--- src/rtl/uart_pkg.sv ---
// Shared definitions for the parametrised UART receiver: FSM state encoding,
// parity mode codes and the default bit period.
package uart_pkg;

   typedef enum logic [2:0] {
      IDLE,
      START,
      DATA,
      PAR,
      STOP,
      WAIT_IDLE
   } state_e;

   localparam int PAR_NONE = 0;
   localparam int PAR_ODD  = 1;
   localparam int PAR_EVEN = 2;

   // 27 MHz system clock at 115200 baud
   localparam int DEFAULT_CLKS_PER_BIT = 234;

endpackage

--- src/rtl/sync_2ff.sv ---
// Two-flop synchroniser for a single asynchronous input; the reset value is a
// parameter so idle-high lines (UART) and idle-low lines (buttons) both fit.
module sync_2ff #(
   parameter logic RESET_VAL = 1'b0
) (
   input  logic clk,
   input  logic rst,
   input  logic d,
   output logic q
);

   logic [1:0] sync_q;
   logic [1:0] sync_d;

   always_comb begin
      sync_d = {sync_q[0], d};
   end

   always_ff @(posedge clk or posedge rst) begin
      if (rst) begin
         sync_q <= {2{RESET_VAL}};
      end else begin
         sync_q <= sync_d;
      end
   end

   assign q = sync_q[1];

endmodule

--- src/rtl/uart_rx_param.sv ---
// Parametrised UART receiver: configurable data width, optional parity, one or
// two stop bits, false-start rejection, error flags and a valid/ready output.
module uart_rx_param
   import uart_pkg::*;
#(
   parameter int CLKS_PER_BIT = DEFAULT_CLKS_PER_BIT,
   parameter int DATA_BITS    = 8,
   parameter int PARITY       = PAR_NONE,
   parameter int STOP_BITS    = 1
) (
   input  logic                 clk,
   input  logic                 rst,
   input  logic                 uart_rx,
   output logic [DATA_BITS-1:0] rx_data,
   output logic                 rx_valid,
   input  logic                 rx_ready,
   output logic                 frame_err,
   output logic                 parity_err,
   output logic                 overrun
);

   localparam int HALF = CLKS_PER_BIT / 2;
   localparam int CW   = $clog2(CLKS_PER_BIT);
   localparam int IW   = $clog2(DATA_BITS + 1);

   logic rx_s;

   sync_2ff #(.RESET_VAL(1'b1)) u_sync (
      .clk (clk),
      .rst (rst),
      .d   (uart_rx),
      .q   (rx_s)
   );

   state_e               state_q, state_d;
   logic [CW-1:0]        cnt_q, cnt_d;
   logic [IW-1:0]        idx_q, idx_d;
   logic [DATA_BITS-1:0] shift_q, shift_d;
   logic                 ferr_acc_q, ferr_acc_d;
   logic                 perr_acc_q, perr_acc_d;
   logic                 pend_q, pend_d;
   logic [DATA_BITS-1:0] rx_data_q, rx_data_d;
   logic                 rx_valid_q, rx_valid_d;
   logic                 frame_err_q, frame_err_d;
   logic                 parity_err_q, parity_err_d;
   logic                 overrun_q, overrun_d;
   logic                 bit_tick;

   assign bit_tick = (cnt_q == CW'(CLKS_PER_BIT - 1));

   always_comb begin
      state_d      = state_q;
      cnt_d        = cnt_q;
      idx_d        = idx_q;
      shift_d      = shift_q;
      ferr_acc_d   = ferr_acc_q;
      perr_acc_d   = perr_acc_q;
      pend_d       = 1'b0;
      rx_data_d    = rx_data_q;
      rx_valid_d   = rx_valid_q;
      frame_err_d  = frame_err_q;
      parity_err_d = parity_err_q;
      overrun_d    = overrun_q;

      case (state_q)
         IDLE: begin
            if (!rx_s) begin
               cnt_d   = '0;
               state_d = START;
            end
         end
         // The IDLE detection cycle counts towards the half bit, hence HALF-2.
         START: begin
            if (cnt_q == CW'(HALF - 2)) begin
               cnt_d = '0;
               if (rx_s) begin
                  state_d = IDLE;
               end else begin
                  state_d    = DATA;
                  idx_d      = '0;
                  ferr_acc_d = 1'b0;
                  perr_acc_d = 1'b0;
               end
            end else begin
               cnt_d = cnt_q + 1'b1;
            end
         end
         DATA: begin
            if (bit_tick) begin
               cnt_d   = '0;
               shift_d = {rx_s, shift_q[DATA_BITS-1:1]};
               if (idx_q == IW'(DATA_BITS - 1)) begin
                  idx_d   = '0;
                  state_d = (PARITY != PAR_NONE) ? PAR : STOP;
               end else begin
                  idx_d = idx_q + 1'b1;
               end
            end else begin
               cnt_d = cnt_q + 1'b1;
            end
         end
         PAR: begin
            if (bit_tick) begin
               cnt_d      = '0;
               perr_acc_d = ((^shift_q) ^ rx_s) != (PARITY == PAR_ODD);
               state_d    = STOP;
            end else begin
               cnt_d = cnt_q + 1'b1;
            end
         end
         STOP: begin
            if (bit_tick) begin
               cnt_d = '0;
               if (!rx_s) begin
                  ferr_acc_d = 1'b1;
               end
               if (idx_q == IW'(STOP_BITS - 1)) begin
                  idx_d   = '0;
                  pend_d  = 1'b1;
                  state_d = (ferr_acc_q || !rx_s) ? WAIT_IDLE : IDLE;
               end else begin
                  idx_d = idx_q + 1'b1;
               end
            end else begin
               cnt_d = cnt_q + 1'b1;
            end
         end
         // A held-low line (break) must not look like a stream of start bits.
         WAIT_IDLE: begin
            if (rx_s) begin
               state_d = IDLE;
            end
         end
         default: begin
            state_d = IDLE;
         end
      endcase

      if (pend_q) begin
         rx_data_d    = shift_q;
         frame_err_d  = ferr_acc_q;
         parity_err_d = perr_acc_q;
         overrun_d    = rx_valid_q && !rx_ready;
         rx_valid_d   = 1'b1;
      end else if (rx_valid_q && rx_ready) begin
         rx_valid_d = 1'b0;
      end
   end

   always_ff @(posedge clk or posedge rst) begin
      if (rst) begin
         state_q      <= IDLE;
         cnt_q        <= '0;
         idx_q        <= '0;
         shift_q      <= '0;
         ferr_acc_q   <= 1'b0;
         perr_acc_q   <= 1'b0;
         pend_q       <= 1'b0;
         rx_data_q    <= '0;
         rx_valid_q   <= 1'b0;
         frame_err_q  <= 1'b0;
         parity_err_q <= 1'b0;
         overrun_q    <= 1'b0;
      end else begin
         state_q      <= state_d;
         cnt_q        <= cnt_d;
         idx_q        <= idx_d;
         shift_q      <= shift_d;
         ferr_acc_q   <= ferr_acc_d;
         perr_acc_q   <= perr_acc_d;
         pend_q       <= pend_d;
         rx_data_q    <= rx_data_d;
         rx_valid_q   <= rx_valid_d;
         frame_err_q  <= frame_err_d;
         parity_err_q <= parity_err_d;
         overrun_q    <= overrun_d;
      end
   end

   assign rx_data    = rx_data_q;
   assign rx_valid   = rx_valid_q;
   assign frame_err  = frame_err_q;
   assign parity_err = parity_err_q;
   assign overrun    = overrun_q;

endmodule

--- config.mk ---
export PLATFORM = sky130hd
export DESIGN_NAME = uart_rx_param
export DESIGN_NICKNAME = d
export VERILOG_FILES = /design/src/rtl/uart_pkg.sv /design/src/rtl/sync_2ff.sv /design/src/rtl/uart_rx_param.sv
export SDC_FILE = /design/constraint.sdc
export NUM_CORES = 1
export LEC_CHECK = 0
export ABC_AREA = 1
export ABC_CLOCK_PERIOD_IN_PS = 2500
export CAP_MARGIN = 0
export CORE_MARGIN = 1.5
export CORE_UTILIZATION = 65
export CTS_BUF_LIST = sky130_fd_sc_hd__clkbuf_4
export DETAILED_ROUTE_END_ITERATION = 7
export PLACE_DENSITY = 0.95
export RECOVER_POWER = 50
export SLEW_MARGIN = 15
export SYNTH_ARGS = -nofsm -noshare
export SYNTH_HDL_FRONTEND = slang
export SYNTH_SLANG_ARGS = --single-unit
--- constraint.sdc ---
create_clock -name clk -period 2.5 [get_ports clk]
set_input_delay 0.25 -clock clk [delete_from_list [all_inputs] [get_ports clk]]
set_output_delay 0.25 -clock clk [all_outputs]
set_load 0.005 [all_outputs]
Word-level counts from Yosys, hierarchy flattened

Index checks and enable logic that the tools add are counted.

Bits in registers: 40
Bits in read-only memories: 0
Bits in latches: 0
Memories: 0
Word-level logic and storage cells: 88
RAM bits: 0
Output and inout port bits: 12
Bits of input ports: 4

Divide/modulo/power cells: 0
Bitwise gates (word level): 1
Equal/unequal tests: 18
Muxes and demuxes: 34
Reductions and logical operators: 20
Shift-type cells: 0
Order comparisons: 0
Multiply operators: 0
$add $sub $neg: 2

Operator list:

| kind                  | number |
|---|---|
| $mux W3               | 9 |
| $mux W4               | 6 |
| $mux W8               | 3 |
| $pmux W8 S3           | 1 |
| $ne A2 B2 Y1 const B  | 9 |
| $pmux W3 S6           | 1 |
| $pmux W4 S3           | 1 |
| $mux W1               | 10 |
| $reduce_and A5 Y1     | 2 |
| $add A8 B1 Y8 const B | 1 |
| $eq A8 B7 Y1 const B  | 1 |
| $eq A8 B8 Y1 const B  | 1 |
| $reduce_and A8 Y1     | 1 |
| $reduce_xor A8 Y1     | 1 |
| $eq A3 B2 Y1 const B  | 2 |
| $eq A3 B3 Y1 const B  | 2 |
| $reduce_bool A2 Y1    | 3 |
| $reduce_bool A3 Y1    | 2 |
| $add A4 B1 Y4 const B | 1 |
| $eq A4 B3 Y1 const B  | 1 |
| $logic_not A4 Y1      | 1 |
| $pmux W1 S2           | 2 |
| $reduce_and A2 Y1     | 2 |
| $reduce_and A4 Y1     | 1 |
| other kinds (9)       | 11 |

Longest topological paths before layout

Gate-level depths: netlist (run 1).

Depth in word-level cells: 6
Gate-level depth with buffers: 11
Gate-level depth less buffers: 11

By module

Synthesis (run 1) repeated with hierarchy kept, for this count alone.

Cells, all modules: 284
Area, all modules: 2208.4 sq um

Modules (own cells, without submodules):

| module        | cells an instance | area each (sq um) | times used | sequential area each (sq um) |
|---|---|---|---|---|
| uart_rx_param | 281               | 2152.1            | 1          | 950.9 |
| sync_2ff      | 3                 | 56.3              | 1          | 52.6 |

Least setup slack after synthesis (run 1)

Ideal clock, no wire load.

Path type: reg2reg
Start: register cnt_q[1]
End: register shift_q[1]
Period minus slack after synthesis: 1.460 ns
Arrival: 1.341 ns
Setup time: 0.119 ns
Stages on the path, launching flop included: 11
Data required time: 2.381 ns
Buffers on the path: 1
Path slack: 1.040 ns
Cells stage by stage: dfrtp_1 > inv_1 > ha_1 > nand2_1 > inv_1 > nand3_1 > nor2_4 > nand2_2 > buf_6 > nand2_1 > o21ai_2

Longest elaborated chain between the ends: 2

Ends and longest elaborated chain:

| what                        | RTL line             | text |
|---|---|---|
| start, declared             | uart_rx_param.sv:36  | `logic [CW-1:0] cnt_q, cnt_d;` |
| start signal, assigned      | uart_rx_param.sv:166 | `cnt_q <= cnt_d;` |
| $eq A8 B8 Y1                | uart_rx_param.sv:49  | `assign bit_tick = (cnt_q == CW'(CLKS_PER_BIT - 1));` |
| $reduce_and A2 Y1 (no line) | -                    |  |
| end signal, assigned        | uart_rx_param.sv:168 | `shift_q <= shift_d;` |
| end, declared               | uart_rx_param.sv:38  | `logic [DATA_BITS-1:0] shift_q, shift_d;` |

No other way between the ends.
A chain may end at the register's enable or synchronous reset.

Worst setup path after layout (run 1)

Ends and elaborated chain as after synthesis.

==> metrics.cfg, run 1 <==
[outcome]
status = completed

[clock_tree]
htreeDepth = 2
cts_resized = 0
cts.sinks = 40
cts_root_buf = clkbuf_4
cts_hold_buf = 0
clockBufferDepth = 2
cts_tree = done
clk_pin_slew_ps = 120
numCtsBuffers = 5
clk_latency_ps = 360
cts_setup_buffers = 0

[logic_synthesis]
yosysSeqAreaShare_pct = 46.96
yosys_warnings = 0
yosysUniqueCellTypes = 27
synth_area_um2 = 2137
synth_seq_cells = 40
netlist_instances = 278
avgSynthCellArea_um2 = 7.687
synth_fp_nets = 286

[setup_path]
reg2reg_depth = 9
end_kind = flip-flop
cp-startpoint = cnt_q[1]$_DFFE_PP0P_
cp_max_fo = 16
cp.arrival_ps = 1910
rrSetupSlack_ps = 850
start_kind = flip-flop
critical_path_class = flip-flop to flip-flop
crit_end = shift_q[1]$_DFFE_PP0P_
crit-reg2reg-capture = shift_q[1]$_DFFE_PP0P_
crit_required_ps = 2750
r2r-start = cnt_q[1]$_DFFE_PP0P_

[global_route]
grt_pass1_vias = 1696
grt_pass1_wl_um = 6962
globalRouteOverflowTotal = 0
gr-usage-all-layers_pct = 25.98
antenna_found_initial = 0
grt_max_degree = 41

[power_and_ir_drop]
p_int_mw = 0.8632
combPwrFrac_pct = 1.9
peakVddDrop_uv = 429.3
seqPwrFrac_pct = 59.3
total_power_mw = 1.097
p_leak_nw = 1.185
power.switching_mw = 0.2338
pwr-share-clk_pct = 38.7
swShare_pct = 21.31
power.density_nw_per_um2 = 455.5

[final_layout]
final-instance-count-excl-fill = 343
final_core_util_pct = 78.25
antenna_cells = 0
finalNetCount = 306
drive_gt1_share_pct = 11.71
seq_area_um2 = 1003
syn2layout_area_growth_pct = 12.70
multi_input_area_um2 = 968.4
n_fill_cell = 221
fin_area_um2 = 2409

[floorplan]
io_pins = 16
die_x_um = 60.34
initial_core_util_pct = 69.43
fp.dieH_um = 60.34
die_area_um2 = 3641
placementRows = 20
core_um2 = 3078

[placement]
dp_hpwl_um = 2873
gp_routability_congestion = 0.9387
placed_area_um2 = 2331
place_inst = 335
port_buffers = 15

[job]
max_cap_violations = 0

[sta]
grt_setup_unrepaired = no
finalSetupTns_ps = 0
slew_viol_final = 0
setup_viol = 0
finalHoldViolations = 0
fmax_mhz = 604.5
fin_crit_ps = 1654
worst_slew_pin_slew_ps = 946.1
finalCritPeriodShare_pct = 66.17
finClkSkew_ps = 3.860
relSlewSlack_pct = 36.93

[route]
viasPerCell = 5.239
dr.pass1.iters = 4
drtIter0Drc = 94
drt-total-wl_um = 3916
routed-via-count = 1797
drc = 0
avgRoutedWirePerCell_um = 11.42
drtAntennaViolNets = 0

[hold_path]
hold_class = flip-flop to flip-flop

[kinds of logic (layout without fill, tap and decap cells)]
kind of cell / after synthesis / in the layout / share of synthesized area (%)
compound gates: 37 / 37 / 10.89
xor+xnor: 4 / 4 / 1.640
fa+ha+maj: 4 / 4 / 2.342
buf+inv: 42 / 63 / 7.728
flops: 40 / 40 / 46.96
simple gates: 151 / 151 / 30.44
[cell type report]
cell class,instances,area share (%)
Sequential cell,40,41.66
Clock buffer,5,1.558
Clock inverter,3,1.766
Multi-Input combinational cell,196,40.21
Timing Repair Buffer,16,6.442
Tap cell,44,2.286
Inverter,39,6.078
[power groups by stage]
stage	registers [mW]	logic, mW	clock network (mW)
final	0.651	0.0212	0.425
after global routing	0.651	0.0251	0.450
after CTS	0.651	0.0230	0.434
after detailed placement	0.663	0.0228	0
after global placement	0.663	0.0226	0
after floorplan	0.663	0.0132	0
[per-stage QoR]
step | hold slack [ps] | setup slack [ps]
after floorplan | 254.5 | 1040
after global placement | 345.7 | 956.9
after detailed placement | 353.3 | 890.2
after CTS | 279.5 | 841.2
after global routing | 370.5 | 604.0
final | 366.6 | 845.9
[worst max-delay path, cell delays in order, from the launching register on]
cell	delay [ps]
dfrtp_1	420
inv_1	80
ha_1	160
nand2_1	50
inv_1	70
nand3_1	130
nor2_4	190
nand2_2	240
nand2_1	150
o21ai_2	60
[synthesized netlist by cell type]
cell	number	area, um2
ha_1	4	50.05
o21ai_0	17	85.08
inv_2	3	11.26
o21ai_1	3	15.01
dfrtp_1	38	950.9
a21oi_1	5	25.02
a21boi_0	1	7.510
nor2_1	18	67.56
xor2_1	3	26.28
o21ai_4	1	16.27
nor3_2	1	10.01
buf_6	1	11.26
inv_1	36	135.1
nor4_1	1	6.260
nor3_1	5	25.02
xnor2_1	1	8.760
clkbuf_1	2	7.510
o22ai_1	1	6.260
dfstp_2	2	52.55
nor2_4	2	22.52
o211ai_1	1	7.510
nor2_2	4	25.02
nand4_1	2	12.51
o21ai_2	8	70.07
nand2_2	5	31.28
nand2_1	92	345.3
nand3_1	21	105.1
[sequential cells by signal, summed over array words and instances, names as in the netlist, 2 cells and up]
| register | flops |
|---|---|
| state_q | 3 |
| rx_data | 8 |
| shift_q | 8 |
| idx_q | 4 |
| cnt_q | 8 |
| u_sync.sync_q | 2 |
[how the worst min path moves through the flow]
stage                            endpoint                        from  slack, ps  cells after the start
3_3_place_gp   u_sync.sync_q[1]$_DFF_PP1_  u_sync.sync_q[0]$_DFF_PP1_        350                      0
6_report       u_sync.sync_q[1]$_DFF_PP1_  u_sync.sync_q[0]$_DFF_PP1_        370                      0
3_5_place_dp   u_sync.sync_q[1]$_DFF_PP1_  u_sync.sync_q[0]$_DFF_PP1_        350                      0
5_1_grt        u_sync.sync_q[1]$_DFF_PP1_  u_sync.sync_q[0]$_DFF_PP1_        370                      0
4_1_cts        u_sync.sync_q[0]$_DFF_PP1_                     uart_rx        280                      1
2_1_floorplan  u_sync.sync_q[0]$_DFF_PP1_                     uart_rx        250                      0
[cells in the final DEF, fill, tap and decap left out]
| master | synthesis | layout |
|---|---|---|
| clkdlybuf4s50_1 | 0 | 13 |
| clkbuf_2 | 0 | 1 |
| ha_1 | 4 | 4 |
| o21ai_2 | 8 | 8 |
| o21ai_1 | 3 | 3 |
| clkinv_2 | 0 | 1 |
| nand2_1 | 92 | 92 |
| xnor2_1 | 1 | 1 |
| nand3_1 | 21 | 21 |
| xor2_1 | 3 | 3 |
| nor3_1 | 5 | 5 |
| nor2_4 | 2 | 2 |
| o211ai_1 | 1 | 1 |
| inv_2 | 3 | 3 |
| clkbuf_4 | 0 | 5 |
| o21ai_4 | 1 | 1 |
| dfstp_2 | 2 | 2 |
| o21ai_0 | 17 | 17 |
| nor4_1 | 1 | 1 |
| bufinv_16 | 0 | 1 |
| nor2_2 | 4 | 4 |
| o22ai_1 | 1 | 1 |
| dfrtp_1 | 38 | 38 |
| nor3_2 | 1 | 1 |
| nand2_2 | 5 | 5 |
| nand4_1 | 2 | 2 |
| a21oi_1 | 5 | 5 |
| inv_1 | 36 | 36 |
| a21boi_0 | 1 | 1 |
| clkinvlp_4 | 0 | 1 |
| nor2_1 | 18 | 18 |
| dlygate4sd3_1 | 0 | 2 |
[routing by layer]
metal | vias up | track usage [%] | part of all wire (%)
li1 | 922 | - | -
met1 | 818 | 30.80 | 44
met2 | 46 | 44.25 | 48
met3 | 11 | 6.610 | 5.4
met4 | 0 | 12.38 | 2.3
met5 | - | 0 | 0
No activity file was read; power rests on OpenSTA's default activity.
==> run 2, diff against run 1 <==
--- a/config.mk
+++ b/config.mk
@@ -6,13 +6,13 @@
 export NUM_CORES = 1
 export LEC_CHECK = 0
 export ABC_AREA = 1
-export ABC_CLOCK_PERIOD_IN_PS = 2500
+export ABC_CLOCK_PERIOD_IN_PS = 1500
 export CAP_MARGIN = 0
 export CORE_MARGIN = 1.5
-export CORE_UTILIZATION = 65
+export CORE_UTILIZATION = 54
 export CTS_BUF_LIST = sky130_fd_sc_hd__clkbuf_4
 export DETAILED_ROUTE_END_ITERATION = 7
-export PLACE_DENSITY = 0.95
+export PLACE_DENSITY = 0.88
 export RECOVER_POWER = 50
 export SLEW_MARGIN = 15
 export SYNTH_ARGS = -nofsm -noshare
==> constraint.sdc (replaced) <==
create_clock -name clk -period 1.5 [get_ports clk]
set_input_delay 0.15 -clock clk [delete_from_list [all_inputs] [get_ports clk]]
set_output_delay 0.15 -clock clk [all_outputs]
set_load 0.005 [all_outputs]
==> run 2 against run 1 <==
Net effect:
- the flow now finishes with violations (setup timing)
- register-to-register slack got worse by 1000 ps
- clock skew rose by 2.6 ps
- via count grew 18%
- worst hold slack got worse by 39 ps
- global-route usage fell by 2.8 points
- count of clock-buffer cells in the layout is the same
- worst setup slack got worse by 1000 ps
- largest cell class is now multi-input combinational cells
==> metrics.cfg, run 2 (synthesis gave the netlist of run 1 again) <==
[setup_path]
crit_slowest_cell = dfrtp_1
critical_path_class = flip-flop to flip-flop
crit-reg2reg-capture = state_q[0]$_DFFE_PP0P_
rrSetupSlack_ps = -160  ; -1010 ps
crit_end = state_q[0]$_DFFE_PP0P_
cp-startpoint = cnt_q[0]$_DFFE_PP0P_
path_cells = buf_6 > ha_4 > inv_2 > nor3_2 > nand2_2 > nand2_4 > o21ai_4 > inv_2 > nand2_2 > nand2_1 > nand2_1
cp.arrival_ps = 1910  ; about the same
start_kind = flip-flop
r2r-start = cnt_q[0]$_DFFE_PP0P_
critPathMaxStageDelay_ps = 410  ; about the same
reg2reg_depth = 11  ; +2
path_depth = 11  ; +2
end_kind = flip-flop
path_delay_family = simple AND/OR/NAND/NOR gates
cp_max_fo = 6  ; -10
crit_required_ps = 1750  ; -1000 ps
crit_buf_inv = 3  ; +1

[final_layout]
most-common-layout-cells = nand2_1 (88), dfrtp_1 (37), inv_1 (32)
final_common_cell = nand2_1
syn2layout_area_growth_pct = 29.74
finalNetCount = 334  ; +9.2%
antenna_cells = 0  ; unchanged
n_fill_cell = 264  ; +19%
drive_gt1_share_pct = 27.22  ; +16 points
fin_area_um2 = 2773  ; +15%

[global_route]
gr-usage-all-layers_pct = 23.14  ; -2.8 points
antenna_found_initial = 0  ; unchanged
globalRouteOverflowTotal = 0  ; unchanged
grt_pass1_wl_um = 7714  ; +11%
grt_pass1_vias = 1889  ; +11%
grt_max_degree = 41  ; unchanged

[placement]
gp_routability_congestion = 0.9055  ; -3.5%
port_buffers = 15  ; unchanged
dp_hpwl_um = 2939  ; +2.3%
placed_area_um2 = 2424  ; +4.0%
pre_cts_ws_ps = -91.24  ; -981.5 ps

[sta]
setup_ws_ps = -160.0  ; -1006 ps
finalHoldViolations = 0  ; unchanged
worst_slew_pin_slew_ps = 955.6  ; +9.488 ps
grt_setup_unrepaired = yes
whs_ps = 327.2  ; -39.42 ps
fmax_mhz = 602.4  ; -0.35%
relSlewSlack_pct = 36.29  ; -0.63 points
finClkSkew_ps = 6.451  ; +2.591 ps
finalCritPeriodShare_pct = 110.7  ; +45 points
setup_viol = 25  ; +25
slew_viol_final = 0  ; unchanged
fin_crit_ps = 1660  ; +5.858 ps

[route]
met2_length_um = 2818  ; +48%
drtIter0Drc = 232  ; +150%
dr_wl_met3_um = 376  ; +78%
wl_met1_um = 2127  ; +24%
drc = 0  ; unchanged
drtAntennaViolNets = 0  ; unchanged
drt-total-wl_um = 5542  ; +42%
viasPerCell = 5.659  ; +8.0%
avgRoutedWirePerCell_um = 14.78  ; +29%
routed-via-count = 2122  ; +18%
dr.max_layer_used = met4
dr.pass1.iters = 6  ; +2

[floorplan]
die_x_um = 65.91  ; +9.2%
io_pins = 16  ; unchanged
die_area_um2 = 4344  ; +19%
initial_core_util_pct = 57.09  ; -12 points
core_um2 = 3744  ; +22%
fp.dieH_um = 65.91  ; +9.2%
placementRows = 22  ; +10%

[clock_tree]
cts.sinks = 40  ; unchanged
clockBufferDepth = 2  ; unchanged
clk_latency_ps = 350  ; about the same
cts_hold_buf = 0  ; unchanged
cts_root_buf = clkbuf_4
clk_pin_slew_ps = 120  ; about the same
htreeDepth = 2  ; unchanged
cts_tree = done
numCtsBuffers = 5  ; unchanged

[outcome]
violations = setup timing
status = finished with violations

[power_and_ir_drop]
peakVddDrop_uv = 428.4  ; -0.19%
p_leak_nw = 1.334  ; +13%
power.density_nw_per_um2 = 598.7  ; +31%
total_power_mw = 1.660  ; +51%

[job]
max_cap_violations = 0  ; unchanged

[hold_path]
hold_class = primary input to flip-flop

-- run 2: layout make-up --
cell class	instances	area (um2)	share of cell area, %
clock buffers	5	37.54	1.354
clock inverters	3	13.76	0.4964
inverters	39	146.4	5.280
multi-input cells	196	1126	40.61
flip-flops and latches	40	1005	36.24
well taps	48	60.06	2.166
repair buffers	44	384.1	13.85
-- run 2: metal layers --
layer	vias to the layer above	track usage [%]
li1	970	-
met1	993	25.64
met4	0	13.54
met3	33	5.963
met5	-	0
met2	126	39.77
-- run 2: metrics by stage --
stage,cells,utilization [%],setup TNS [ps]
finish,375,74.06,-2492
global route,375,74.06,-3963
CTS,365,68.92,-13.60
detailed placement,349,64.74,-713.7
global placement,349,64.74,-241.2
floorplan,278,-,0
-- run 2: report_power, final --
group          internal, mW  switching (mW)  leakage [nW]
clock                 0.172           0.362        0.0324
combinational        0.0104          0.0301         0.771
sequential             1.08         0.00178         0.530
-- run 2: how the worst min path moves through the flow --
stage / from / end / slack [ps] / cells after the start
2_1_floorplan: uart_rx / u_sync.sync_q[0]$_DFF_PP1_ / 150 / 0
6_report: uart_rx / u_sync.sync_q[0]$_DFF_PP1_ / 330 / 1
3_3_place_gp: u_sync.sync_q[0]$_DFF_PP1_ / u_sync.sync_q[1]$_DFF_PP1_ / 350 / 0
4_1_cts: rst / rx_data[3]$_DFFE_PP0P_ / 160 / 3
5_1_grt: uart_rx / u_sync.sync_q[0]$_DFF_PP1_ / 310 / 1
3_5_place_dp: u_sync.sync_q[0]$_DFF_PP1_ / u_sync.sync_q[1]$_DFF_PP1_ / 350 / 0
-- run 2: what timing repair did --
item                       CTS  global route
pin swaps                    4            17
buffers inserted             8            12
resized for setup           12            37
setup endpoints to repair   16            26
-- run 2: worst reg2reg max path, stage by stage (launching register included) --
cell	delay [ps]
dfrtp_1	410
buf_6	120
ha_4	130
inv_2	50
nor3_2	180
nand2_2	110
nand2_4	140
o21ai_4	120
inv_2	120
nand2_2	70
nand2_1	60
nand2_1	50
==> run 3, diff against run 2 <==
--- a/config.mk
+++ b/config.mk
@@ -9,10 +9,9 @@
 export ABC_CLOCK_PERIOD_IN_PS = 1500
 export CAP_MARGIN = 0
 export CORE_MARGIN = 1.5
-export CORE_UTILIZATION = 54
-export CTS_BUF_LIST = sky130_fd_sc_hd__clkbuf_4
+export CORE_UTILIZATION = 52
 export DETAILED_ROUTE_END_ITERATION = 7
-export PLACE_DENSITY = 0.88
+export PLACE_DENSITY = 0.86
 export RECOVER_POWER = 50
 export SLEW_MARGIN = 15
 export SYNTH_ARGS = -nofsm -noshare
==> run 3 against run 2 <==
Net effect:
- the flow still finishes with violations (setup timing)
- utilization is 4.8 points lower
- routed wire length shrank 11%
- non-clock buffer count shrank 9
- worst setup slack improved by 120 ps
- maximum frequency grew 7.6%
- sequential cell count is the same
- sequential share of layout area up 0.40 points
- sequential power about the same
- register-to-register slack improved by 120 ps
- first-iteration DRC count down 42%
- global-route usage down 0.47 points
- die area is 3.7% higher
- largest power group unchanged
==> metrics.cfg, run 3 (synthesis gave the netlist of run 1 again) <==
[outcome]
status = finished with violations
violations = setup timing

[setup_path]
crit-reg2reg-capture = perr_acc_q$_DFFE_PP0P_
end_kind = flip-flop
rrSetupSlack_ps = -40  ; +120 ps
start_kind = flip-flop
critical_path_class = flip-flop to flip-flop
reg2reg_depth = 12  ; +1
cp.arrival_ps = 1770  ; -140 ps
cp_max_fo = 3  ; -3
r2r-start = cnt_q[1]$_DFFE_PP0P_
cp-startpoint = cnt_q[1]$_DFFE_PP0P_
crit_required_ps = 1730  ; -20 ps

[route]
drtIter0Drc = 134  ; -42%
avgRoutedWirePerCell_um = 13.49  ; -8.8%
drt-total-wl_um = 4949  ; -11%
drc = 0  ; unchanged
dr.pass1.iters = 5  ; -1
routed-via-count = 1971  ; -7.1%
viasPerCell = 5.371  ; -5.1%
drtAntennaViolNets = 0  ; unchanged

[job]
max_cap_violations = 0  ; unchanged

[sta]
fin_crit_ps = 1543  ; -117.1 ps
slew_viol_final = 0  ; unchanged
relSlewSlack_pct = 35.85  ; -0.44 points
setup_viol = 14  ; -44%
whs_ps = 354.7  ; +27.55 ps
setup_ws_ps = -42.89  ; +117.1 ps
finalCritPeriodShare_pct = 102.9  ; -7.8 points
grt_setup_unrepaired = yes
finClkSkew_ps = 5.525  ; -0.9258 ps
finalHoldViolations = 0  ; unchanged
fmax_mhz = 648.1  ; +7.6%
worst_slew_pin_slew_ps = 962.2  ; +6.597 ps

[clock_tree]
cts_hold_buf = 0  ; unchanged
clk_latency_ps = 290  ; -60 ps
numCtsBuffers = 5  ; unchanged
clockBufferDepth = 2  ; unchanged
cts_tree = done
clk_pin_slew_ps = 70  ; -50 ps
cts_root_buf = clkbuf_8
cts.sinks = 40  ; unchanged
htreeDepth = 2  ; unchanged

[placement]
pre_cts_ws_ps = -105.3  ; -14.05 ps
dp_hpwl_um = 2996  ; +1.9%
port_buffers = 15  ; unchanged
place_inst = 352  ; +0.86%
gp_routability_congestion = 0.9331  ; +3.0%

[final_layout]
final-instance-count-excl-fill = 367  ; -2.1%
final_common_cell = nand2_1
syn2layout_area_growth_pct = 28.63
multi_input_area_um2 = 1095  ; -2.8%
seq_area_um2 = 1007  ; +0.25%
finalNetCount = 325  ; -2.7%
antenna_cells = 0  ; unchanged
drive_gt1_share_pct = 24.92  ; -2.3 points
most-common-layout-cells = nand2_1 (84), dfrtp_1 (35), inv_1 (33)
n_fill_cell = 296  ; +12%

[floorplan]
fp.dieH_um = 67.11  ; +1.8%
initial_core_util_pct = 53.81  ; -3.3 points
core_um2 = 3971  ; +6.1%
die_area_um2 = 4503  ; +3.7%
placementRows = 23  ; +4.5%
io_pins = 16  ; unchanged
die_x_um = 67.11  ; +1.8%

[global_route]
grt_pass1_wl_um = 7790  ; +0.99%
globalRouteOverflowTotal = 0  ; unchanged
gr-usage-all-layers_pct = 22.67  ; -0.47 points
grt_pass1_vias = 1910  ; +1.1%
antenna_found_initial = 0  ; unchanged
grt_max_degree = 41  ; unchanged

[hold_path]
hold_path_end = u_sync.sync_q[1]$_DFF_PP1_
hold_class = flip-flop to flip-flop
min_from = u_sync.sync_q[0]$_DFF_PP1_
hold_path_depth = 0  ; -1

[power_and_ir_drop]
power.density_nw_per_um2 = 778.2  ; +30%
p_leak_nw = 1.304  ; -2.2%
peakVddDrop_uv = 590.4  ; +38%

[run 3: worst max path at each step]
stage                                        end  slack, ps  cells past startpoint
after floorplan           shift_q[1]$_DFFE_PP0P_         40                     10
after global placement    shift_q[5]$_DFFE_PP0P_        -30                      9
after detailed placement  shift_q[3]$_DFFE_PP0P_       -110                      9
after CTS                 state_q[0]$_DFFE_PP0P_        -20                     11
after global routing      state_q[1]$_DFFE_PP0P_       -140                      9
final                     perr_acc_q$_DFFE_PP0P_        -40                     12
[run 3: final cells by class]
class / count / area share, %
Multi-Input combinational cell: 196 / 39.83
Sequential cell: 40 / 36.64
Timing Repair Buffer: 35 / 11.24
Inverter: 39 / 5.325
Clock buffer: 5 / 2.503
Tap cell: 50 / 2.276
Clock inverter: 2 / 2.185
[run 3: critical path: stages (launching register included)]
cell and delay [ps]:
dfrtp_1 420, inv_2 100, ha_4 130, nand2_2 50
inv_2 90, nand3_4 80, nor2_4 140, buf_4 140
buf_6 90, nand3_1 70, inv_1 70, nand3_2 50
nand2_1 70
[run 3: repair_timing]
action                     CTS  global route
gates resized for setup     13            28
buffers inserted             2             6
setup endpoints to repair   19            25
pin swaps                    3             6
[run 3: power breakdown]
group          internal [mW]  switching [mW]
combinational         0.0104          0.0298
clock                  0.655           0.360
sequential              1.08         0.00172
total                   1.75           0.392
[run 3: metal layers]
layer	vias to the layer above	GRT usage (%)	share of wire (%)
met5	-	0	0
met4	0	11.73	2.2
met3	17	5.405	4.7
met2	73	38.24	53
met1	930	26.70	41
li1	951	-	-
[run 3: per-stage QoR]
step                utilization (%)  power, mW  area, um2  setup TNS [ps]
floorplan                         -      1.126       2137               0
global placement              61.28      1.150       2434          -223.5
detailed placement            61.28      1.150       2434          -872.7
CTS                           66.16      2.160       2628          -44.93
global route                  69.22      2.212       2749           -1707
finish                        69.22      2.139       2749          -259.2
